File: src/rtl/fetch_unit.sv
// Instruction-fetch front end: owns the fetch PC, issues credit-limited imem requests and
// buffers returned words for IF/ID. Define FETCH_STAT_EN to add bubble/drop counters.
module fetch_unit #(
  parameter logic [31:0] RESET_PC = 32'h0000_0000,
  parameter int unsigned DEPTH    = 2
) (
  input  logic        clk,
  input  logic        rst,
  input  logic        stall,
  input  logic        jb,
  input  logic [31:0] jb_target,
  output logic        imem_req_valid,
  input  logic        imem_req_ready,
  output logic [31:0] imem_req_addr,
  input  logic        imem_rsp_valid,
  input  logic [31:0] imem_rsp_data,
  output logic [31:0] pc,
  output logic [31:0] inst
`ifdef FETCH_STAT_EN
  ,
  output logic [31:0] stat_bubble,
  output logic [31:0] stat_drop
`endif
);

  localparam logic [31:0] NOP = 32'h0000_0013;
  localparam int unsigned PW  = (DEPTH > 1) ? $clog2(DEPTH) : 1;
  localparam int unsigned CW  = $clog2(DEPTH + 1);
  localparam int unsigned SW  = CW + 2;

  logic [31:0]   fpc_q, fpc_d;
  logic [31:0]   pend_q [DEPTH];
  logic [PW-1:0] pend_rd_q, pend_rd_d, pend_wr_q, pend_wr_d;
  logic [CW-1:0] pend_cnt_q, pend_cnt_d;
  logic [31:0]   buf_pc_q   [DEPTH];
  logic [31:0]   buf_inst_q [DEPTH];
  logic [PW-1:0] buf_rd_q, buf_rd_d, buf_wr_q, buf_wr_d;
  logic [CW-1:0] buf_cnt_q, buf_cnt_d;
  logic [CW-1:0] drop_q, drop_d;

  logic [SW-1:0] inflight;
  logic          credit;
  logic          req_fire;
  logic          rsp_drop;
  logic          rsp_take;
  logic          buf_push;
  logic          deq;

  function automatic logic [PW-1:0] ptr_inc(input logic [PW-1:0] p);
    return (p == PW'(DEPTH - 1)) ? '0 : p + PW'(1);
  endfunction

  assign inflight       = SW'(pend_cnt_q) + SW'(buf_cnt_q) + SW'(drop_q);
  assign credit         = inflight < SW'(DEPTH);
  assign imem_req_valid = !rst && !jb && credit;
  assign imem_req_addr  = fpc_q;
  assign req_fire       = imem_req_valid && imem_req_ready;
  assign rsp_drop       = imem_rsp_valid && (drop_q != '0);
  assign rsp_take       = imem_rsp_valid && (drop_q == '0) && (pend_cnt_q != '0);
  assign buf_push       = rsp_take && !jb;
  assign deq            = !stall && !jb && (buf_cnt_q != '0);

  always_ff @(posedge clk or posedge rst) begin
    if (rst) begin
      fpc_q      <= RESET_PC;
      pend_rd_q  <= '0;
      pend_wr_q  <= '0;
      pend_cnt_q <= '0;
      buf_rd_q   <= '0;
      buf_wr_q   <= '0;
      buf_cnt_q  <= '0;
      drop_q     <= '0;
    end else begin
      fpc_q      <= fpc_d;
      pend_rd_q  <= pend_rd_d;
      pend_wr_q  <= pend_wr_d;
      pend_cnt_q <= pend_cnt_d;
      buf_rd_q   <= buf_rd_d;
      buf_wr_q   <= buf_wr_d;
      buf_cnt_q  <= buf_cnt_d;
      drop_q     <= drop_d;
    end
  end

  always_ff @(posedge clk) begin
    if (req_fire) begin
      pend_q[pend_wr_q] <= fpc_q;
    end
    if (buf_push) begin
      buf_pc_q[buf_wr_q]   <= pend_q[pend_rd_q];
      buf_inst_q[buf_wr_q] <= imem_rsp_data;
    end
  end

  always_comb begin
    fpc_d      = fpc_q;
    pend_rd_d  = pend_rd_q;
    pend_wr_d  = pend_wr_q;
    pend_cnt_d = pend_cnt_q;
    buf_rd_d   = buf_rd_q;
    buf_wr_d   = buf_wr_q;
    buf_cnt_d  = buf_cnt_q;
    drop_d     = drop_q;
    if (jb) begin
      fpc_d      = jb_target;
      pend_rd_d  = '0;
      pend_wr_d  = '0;
      pend_cnt_d = '0;
      buf_rd_d   = '0;
      buf_wr_d   = '0;
      buf_cnt_d  = '0;
      // Every still-pending word becomes owed; one arriving now is consumed on the spot.
      drop_d     = drop_q + pend_cnt_q - CW'(rsp_drop || rsp_take);
    end else begin
      if (req_fire) begin
        fpc_d     = fpc_q + 32'd4;
        pend_wr_d = ptr_inc(pend_wr_q);
      end
      if (rsp_take) begin
        pend_rd_d = ptr_inc(pend_rd_q);
        buf_wr_d  = ptr_inc(buf_wr_q);
      end
      if (rsp_drop) begin
        drop_d = drop_q - CW'(1);
      end
      if (deq) begin
        buf_rd_d = ptr_inc(buf_rd_q);
      end
      pend_cnt_d = pend_cnt_q + CW'(req_fire) - CW'(rsp_take);
      buf_cnt_d  = buf_cnt_q + CW'(rsp_take) - CW'(deq);
    end
  end

  always_comb begin
    pc   = '0;
    inst = NOP;
    if (buf_cnt_q != '0) begin
      pc   = buf_pc_q[buf_rd_q];
      inst = buf_inst_q[buf_rd_q];
    end
  end

`ifdef FETCH_STAT_EN
  logic [31:0] stat_bubble_q;
  logic [31:0] stat_drop_q;

  always_ff @(posedge clk or posedge rst) begin
    if (rst) begin
      stat_bubble_q <= '0;
      stat_drop_q   <= '0;
    end else begin
      if ((buf_cnt_q == '0) && !stall) begin
        stat_bubble_q <= stat_bubble_q + 32'd1;
      end
      if (rsp_drop || (jb && rsp_take)) begin
        stat_drop_q <= stat_drop_q + 32'd1;
      end
    end
  end

  assign stat_bubble = stat_bubble_q;
  assign stat_drop   = stat_drop_q;
`endif

endmodule

File: config.mk
export PLATFORM = sky130hd
export DESIGN_NAME = fetch_unit
export DESIGN_NICKNAME = d
export VERILOG_FILES = /design/src/rtl/fetch_unit.sv
export SDC_FILE = /design/constraint.sdc
export NUM_CORES = 1
export LEC_CHECK = 0
export ABC_AREA = 1
export BUFFER_PORTS_ARGS = -buffer_cell sky130_fd_sc_hd__buf_4
export CORE_MARGIN = 10
export CORE_UTILIZATION = 50
export CTS_CLUSTER_SIZE = 14
export DETAILED_ROUTE_END_ITERATION = 10
export PLACE_DENSITY = 0.79
export SYNTH_ARGS = -nofsm -noshare
export SYNTH_HDL_FRONTEND = slang
export SYNTH_SLANG_ARGS = --single-unit
File: constraint.sdc
create_clock -name clk -period 4.39 [get_ports clk]
set_input_delay 0.878 -clock clk [delete_from_list [all_inputs] [get_ports clk]]
set_output_delay 0.878 -clock clk [all_outputs]
set_load 0.02 [all_outputs]
* After elaboration in Yosys (flattened, before gate mapping)
Memories as Yosys holds them, arrays and structs flattened.
Index checks and enable logic that the tools add are counted.
Widths: inputs -> output; s select.
** Storage, ports and cells
- Latch bits :: 0
- Memories kept :: 3
- Word-level logic and storage cells :: 71
- Register bits after elaboration :: 42
- Output and inout bits :: 97
- RAM bits :: 192
- Input port bits :: 70
- ROM bits :: 0
** Memory list
- buf_inst_q :: words 2, bits a word 32, rd ports 1, clocked after memory_dff 0, wr ports 1, line 36 : logic [31:0] buf_inst_q [DEPTH];
- buf_pc_q :: words 2, bits a word 32, rd ports 1, clocked after memory_dff 0, wr ports 1, line 35 : logic [31:0] buf_pc_q [DEPTH];
- pend_q :: words 2, bits a word 32, rd ports 1, clocked after memory_dff 0, wr ports 1, line 32 : logic [31:0] pend_q [DEPTH];
** Cells by class
- Add/sub/neg operators :: 14
- Bitwise operators :: 0
- Mux-type cells :: 24
- Multiply operators :: 0
- Order comparisons :: 1
- Reductions and logical operators :: 21
- Shifts and indexed selects :: 0
- Div/mod/pow operators :: 0
- Eq/ne operators :: 0
** Operator list (count)
- $mux 32 :: 4
- $add 32x3->32 const B :: 1
- $mux 1 :: 16
- $reduce_bool 2->1 :: 7
- $logic_and 1x1->1 :: 9
- $mux 2 :: 4
- $sub 2x1->2 :: 3
- $add 1x1->1 const B :: 4
- $add 2x1->2 :: 2
- $add 3x2->4 :: 1
- $lt 4x2->1 const B :: 1
- $add 2x2->3 :: 1
- $logic_not 1->1 :: 3
- $add 2x2->2 :: 1
- $logic_not 2->1 :: 1
- $sub 2x1->2 const B :: 1
- $logic_or 1x1->1 :: 1

* Depth between registers and ports, before layout
Gate-level depths: netlist (run 1).
- Word-level depth :: 8
- Depth in mapped cells :: 15
- Depth with buffers taken out :: 15

* Least setup slack after synthesis (run 1)
Ideal clock, no wire load.
- Path type :: input port to flip-flop
- Start point :: in imem_rsp_valid
- End point :: mem buf_inst_q[0][0] (enable)
- Data required time :: 3.903 ns
- Path slack :: -0.154 ns
- Data arrival time :: 4.057 ns
- Stages :: 4
- Path buffers :: 0
- Path through :: inv_1 > nor3_1 > nand2_1 > nor2_1
** Between the ends
- Longest elaborated chain between the ends :: 5
** RTL lines
- start: declaration :: line 15 : input logic imem_rsp_valid,
- $logic_and 1x1->1 (2 in series) :: line 59 : assign rsp_take = imem_rsp_valid && (drop_q == '0) && (pend_cnt_q != '0);
- $logic_and 1x1->1 :: line 60 : assign buf_push = rsp_take && !jb;
- $mux 1 :: line 89 : if (buf_push) begin
- $mux 1 (implied by the code) :: line 91 : buf_inst_q[buf_wr_q] <= imem_rsp_data;
- end: declaration :: line 36
Every way passes these cells.

* Worst setup path in the final report (run 1)
- Start point :: reg buf_cnt_q[1]
- End point :: out inst[1]
** Between the ends
- Longest elaborated chain between the ends :: 2
** RTL lines
- start: declaration :: line 38 : logic [CW-1:0] buf_cnt_q, buf_cnt_d;
- start signal: assignment :: line 80 : buf_cnt_q <= buf_cnt_d;
- $reduce_bool 2->1 :: line 137 : if (buf_cnt_q != '0) begin
- $mux 32 :: line 137
- end: declaration :: line 18 : output logic [31:0] inst
Every way passes these cells.

==> results of run 1 <==
==> cells in the mapped netlist, types with 3 or more instances <==
cell type	n
nand2_1	283
edfxtp_1	192
a21oi_1	63
inv_1	58
nand3_1	52
nor2_1	47
dfrtp_1	42
mux2_2	32
o21ai_0	20
clkbuf_1	19
ha_1	10
buf_2	8
o21bai_1	8
xnor2_1	8
nor2_2	6
buf_6	5
xor2_1	4
and2_1	3
inv_2	3
nor3_1	3
o211ai_1	3
==> power groups by stage <==
stage | logic (mW) | registers, mW | clock network, mW
floorplan | 0.486 | 2.74 | 0
global route | 0.963 | 2.71 | 2.31
CTS | 0.878 | 2.69 | 2.21
global placement | 0.851 | 2.72 | 0
detailed placement | 0.873 | 2.73 | 0
finish | 0.866 | 2.69 | 2.18
==> worst register-to-register path, stage by stage, from the launching register on <==
cell	delay, ns
dfrtp_1	0.40
inv_1	0.11
ha_1	0.15
inv_1	0.05
nor3_1	0.43
nand2_1	0.29
nor2_4	0.14
buf_4	0.66
==> logic make-up after synthesis <==
kind of cell / after synthesis / synth area share, %
adder cells (fa/ha/maj): 11 / 1.45
buffers and inverters: 93 / 3.97
AND/OR/NAND/NOR: 402 / 16.5
multiplexers: 32 / 3.61
flip-flops: 234 / 68.3
XOR/XNOR: 12 / 1.05
AO/OA/AOI/OAI: 95 / 5.07
==> cell type report <==
type	count	area, sq um	area share, %
tap	265	332	2.68
inverter	61	229	1.85
clock inverter	13	199	1.61
multi-input combinational	552	2790	22.6
clock buffer	31	668	5.41
sequential	234	6820	55.2
timing repair buffer	175	1310	10.6
==> sequential cells by signal, summed over array words and instances (netlist names) <==
name / flops
buf_cnt_q: 2
pend_rd_q: 1
buf_wr_q: 1
pend_q: 64
imem_req_addr: 32
buf_inst_q: 64
pend_cnt_q: 2
buf_rd_q: 1
drop_q: 2
buf_pc_q: 64
pend_wr_q: 1
==> worst paths after layout <==
| kind | slack (ns) | cells past startpoint | endpoint |
|---|---|---|---|
| max | 1.01 | 5 | inst[1] |
| min | 0.51 | 0 | pend_q[0][1] |
| max reg2reg | 1.70 | 7 | buf_pc_q[0][5] |
| min reg2reg | 0.51 | 0 | pend_q[0][1] |
| max in group asynchronous | 3.42 | 3 | buf_rd_q |
| min in group asynchronous | 0.53 | 3 | imem_req_addr[12] |
==> layer usage <==
metal	part of all wire [%]	vias to the layer above
li1	-	3312
met1	43	3256
met2	48	257
met3	7.5	28
met4	1.8	0
met5	0	-
==> metrics by stage <==
stage / cell area (sq um) / utilization, % / TNS [ns]
floorplan: 9980 / - / -19.69
global placement: 11500 / 58.8 / 0
detailed placement: 11500 / 58.8 / 0
CTS: 12400 / 63.3 / 0
global route: 12400 / 63.3 / 0
finish: 12400 / 63.3 / 0
==> flow_metrics.py, run 1 <==
metrics = {
    "logic_synthesis": {
        "syn_inst": 879,
        "async_flop_share_pct": 17.9,
        "avgSynthCellArea_sq_um": 11.4,
        "syn_nets": 960,
        "synthTopCellsByArea": "edfxtp_1 58%, nand2_1 11%, dfrtp_1 11%",
        "ys.flop_type": "edfxtp_1",
        "yosysTopAreaCell": "edfxtp_1",
        "ys_seq_area_share_pct": 68.3,
        "synthDistinctLibCells": 30,
        "synth_edf_count": 192,
        "yosysWarningCount": 0,
        "ys_ff_latch": 234,
        "netlist_area_sq_um": 9980,
        "yosysTopAreaCellShare_pct": 57.8,
    },
    "grt": {
        "grt_pass1_wl_um": 36400,
        "grt_usage_pct": 17.1,
        "antenna_found_initial": 0,
        "grt-busiest-layer": "met2",
        "grt_util_met2_pct": 28.1,
        "grt_max_degree": 67,
        "overflow": 0,
        "grt_pass1_vias": 6970,
        "grt_util_met1_pct": 22.6,
        "grt_use_met3_pct": 3.58,
    },
    "clock_tree": {
        "path_clk_slew_ns": 0.06,
        "cts_resized": 0,
        "clk_latency_ns": 0.52,
        "postCtsHoldBufs": 0,
        "h-tree-depth": 1,
        "cts_setup_buffers": 0,
        "cts_buffer_depth": 3,
        "root_buffer": "clkbuf_16",
        "cts_buffers": 24,
        "cts_tree": "built",
        "cts.sinks": 234,
    },
    "critical_path": {
        "cp_max_fo": 42,
        "startpoint_type": "flop",
        "crit_slowest_cell": "nor2_4",
        "crit_chain": "nor2_4 > buf_4 > inv_1 > nand3_1 > buf_4",
        "r2r-start": "drop_q[0]",
        "critPathLaunch": "buf_cnt_q[1]",
        "slowest_delay_ns": 0.85,
        "critPathMostFrequentCell": "buf_4",
        "critPathArrivalTime_ns": 2.51,
        "critPathCaptureType": "output pin",
        "criticalPathCategory": "flop to output pin",
        "cpLargestDelayFamily": "simple AND/OR/NAND/NOR gates",
        "required_ns": 3.51,
        "crit_buf_inv": 3,
    },
    "place": {
        "pre_cts_slack_ns": 1.37,
        "dp.cells": 1287,
        "post-dp-hpwl_um": 15100,
        "finalWeightedCongestion": 0.871,
        "io_buffers": 166,
    },
    "cells_and_area": {
        "final_nets": 1129,
        "synthToLayoutAreaGrowth_pct": 23.8,
        "final_common_cell": "nand2_1",
        "drive_gt1_share_pct": 25.0,
        "final_cell_mix": "283 x nand2_1, 192 x edfxtp_1, 175 x buf_4",
        "finalNonFillerCells": 1331,
        "fillers": 1525,
        "diodes": 0,
    },
    "timing": {
        "finClkSkew_ns": 0.0262,
        "holdWs_ns": 0.508,
        "period_share_pct": 77.1,
        "fin_crit_ns": 3.38,
        "clock.fmax_ghz": 0.296,
        "setup_viol": 0,
        "maxSlewHeadroom_pct": 25.6,
        "rsz0062_at_grt": "no",
        "slew_violations": 0,
        "setup_ws_ns": 1.01,
        "worst-slew-pin-transition_ns": 1.11,
        "finalHoldViolCount": 0,
    },
    "floorplanning": {
        "num_rows": 51,
        "initial_core_util_pct": 51.1,
        "ioPinCount": 167,
        "die_h_um": 161,
        "die_x_um": 161,
        "core_sq_um": 19500,
        "dieArea_sq_um": 26000,
    },
    "routing": {
        "drc": 0,
        "firstDrtPassIters": 5,
        "wl_per_cell_um": 17.0,
        "via_count": 6853,
        "vias_per_cell": 5.15,
        "drt-initial-drc-count": 566,
        "finalWirelength_um": 22700,
        "ant_nets": 0,
    },
    "min_path": {
        "min_from": "imem_req_addr[1]",
        "hold_class": "flop to flop",
    },
    "pwr": {
        "p_int_mw": 4.26,
        "p_clk_share_pct": 38.0,
        "power_switching_mw": 1.48,
        "swShare_pct": 25.7,
        "seqPwrFrac_pct": 46.9,
        "p_per_area_nw_per_um2": 464,
        "ir_drop_uv": 259,
        "leakagePower_nw": 4.97,
        "combPwrFrac_pct": 15.1,
        "fin_total_pwr_mw": 5.73,
    },
    "run_status": {
        "status": "complete, no violations",
    },
    "run": {
        "maxCapViolCount": 0,
    },
}
Note: power is estimated with default switching activity, not from simulation.
==> run 2, diff against run 1 <==
clock period = 2.8 ns   (was 4.39 ns; I/O delays follow)
==> run 2 against run 1 <==
Count of clock-buffer cells in the layout decreased by 2; final cell count is 0.53% higher; highest routed layer unchanged; clock skew shrank 0.017 ns; wire length down 1.7%; sequential power grew 57%; clock power rose by 40%; critical path type unchanged; combinational power increased by 61%; via count down 0.66%; sequential share of layout area down 0.14 points.
==> flow_metrics.py, run 2 (synthesized netlist as in run 1, its figures left out) <==
metrics = {
    "critical_path": {
        "critPathArrivalTime_ns": 2.13,
        "required_ns": 2.24,
        "startpoint_type": "flop",
        "critPathCaptureType": "output pin",
        "cp_max_fo": 2,
        "criticalPathCategory": "flop to output pin",
    },
    "run_status": {
        "status": "complete, no violations",
    },
    "grt": {
        "grt_pass1_vias": 6800,
        "grt_pass1_wl_um": 35500,
        "antenna_found_initial": 0,
        "overflow": 0,
        "grt_usage_pct": 16.6,
        "grt_max_degree": 67,
    },
    "timing": {
        "holdWs_ns": 0.0870,
        "slew_violations": 0,
        "setup_viol": 0,
        "rsz0062_at_grt": "no",
        "finalHoldViolCount": 0,
        "finClkSkew_ns": 0.00938,
        "clock.fmax_ghz": 0.371,
        "setup_ws_ns": 0.106,
        "maxSlewHeadroom_pct": 65.0,
        "fin_crit_ns": 2.69,
        "worst-slew-pin-transition_ns": 0.525,
        "period_share_pct": 96.2,
    },
    "floorplanning": {
        "num_rows": 51,
        "ioPinCount": 167,
        "die_x_um": 161,
        "core_sq_um": 19500,
        "initial_core_util_pct": 51.1,
        "dieArea_sq_um": 26000,
        "die_h_um": 161,
    },
    "clock_tree": {
        "cts.sinks": 234,
        "cts_buffers": 24,
        "clk_latency_ns": 0.51,
        "root_buffer": "clkbuf_16",
        "path_clk_slew_ns": 0.06,
        "cts_tree": "built",
        "cts_buffer_depth": 3,
        "postCtsHoldBufs": 0,
        "h-tree-depth": 1,
    },
    "cells_and_area": {
        "finalInstanceArea_sq_um": 12400,
        "diodes": 0,
        "drive_gt1_share_pct": 25.3,
        "final_common_cell": "nand2_1",
        "final_nets": 1136,
        "synthToLayoutAreaGrowth_pct": 24.1,
        "final_cell_mix": "283 x nand2_1, 192 x edfxtp_1, 175 x buf_4",
        "largestRegisters": "buf_inst_q: 64 flops, buf_pc_q: 64 flops, pend_q: 64 flops",
    },
    "routing": {
        "firstDrtPassIters": 5,
        "drt-initial-drc-count": 516,
        "wl_per_cell_um": 16.7,
        "ant_nets": 0,
        "vias_per_cell": 5.09,
        "finalWirelength_um": 22300,
        "drc": 0,
        "via_count": 6808,
    },
    "place": {
        "finalWeightedCongestion": 0.808,
        "io_buffers": 166,
        "pre_cts_slack_ns": 0.315,
        "post-dp-hpwl_um": 14900,
        "postPlaceCellArea_sq_um": 11600,
    },
    "run": {
        "maxCapViolCount": 0,
    },
    "pwr": {
        "leakagePower_nw": 4.98,
        "ir_drop_uv": 389,
        "p_per_area_nw_per_um2": 699,
        "fin_total_pwr_mw": 8.66,
    },
    "min_path": {
        "hold_class": "input port to asynchronous set/reset pin",
    },
}
[run 2: stage by stage]
stage / utilization [%] / setup TNS, ns / std cells
after floorplan: - / -57.92 / 879
after global placement: 59.4 / 0 / 1292
after detailed placement: 59.4 / 0 / 1292
after CTS: 63.4 / 0 / 1338
after global routing: 63.4 / 0 / 1338
final: 63.4 / 0 / 1338
[run 2: where the power goes]
group	switching, mW	internal, mW
logic	0.843	0.550
registers	0.213	4.00
clock network	1.25	1.81
[run 2: worst max-delay path: stages (launching register included)]
cell,delay [ns]
dfrtp_1,0.36
inv_2,0.05
fa_1,0.53
inv_1,0.04
ha_1,0.29
inv_2,0.08
nand3_1,0.07
inv_1,0.08
buf_6,0.11
[run 2: path summary, 6_finish.rpt]
path                              startpoint  slack (ns)           endpoint  cells after the start
max in group asynchronous                rst        1.91  imem_req_addr[21]                      3
min in group clk           imem_rsp_data[10]        0.23  buf_inst_q[0][10]                      1
setup reg to reg               pend_cnt_q[1]        0.47   imem_req_addr[4]                     10
hold / removal                           rst        0.09      pend_cnt_q[0]                      2
setup / recovery               pend_cnt_q[1]        0.11     imem_req_valid                      8
hold reg to reg                    pend_rd_q        0.52          pend_rd_q                      1
[run 2: cell type report]
cell class | count | area, sq um
Clock inverter | 15 | 123
Fill cell | 1528 | 7140
Clock buffer | 29 | 641
Multi-Input combinational cell | 552 | 2810
Tap cell | 265 | 332
Inverter | 61 | 229
Sequential cell | 234 | 6820
Timing Repair Buffer | 182 | 1440
[run 2: timing repair]
action / 4_1_cts / 5_1_grt
pin swaps: 0 / 1
endpoints found under the setup margin: 1 / 2
gates resized for setup: 1 / 4
buffers inserted: 2 / 0
[run 2: routing by layer]
layer	up-vias	GRT usage [%]	share of wire, %
met5	-	0	0
met4	0	4.38	1.6
met3	29	3.48	6.7
met2	231	27.0	48
met1	3223	22.2	43
li1	3325	-	-
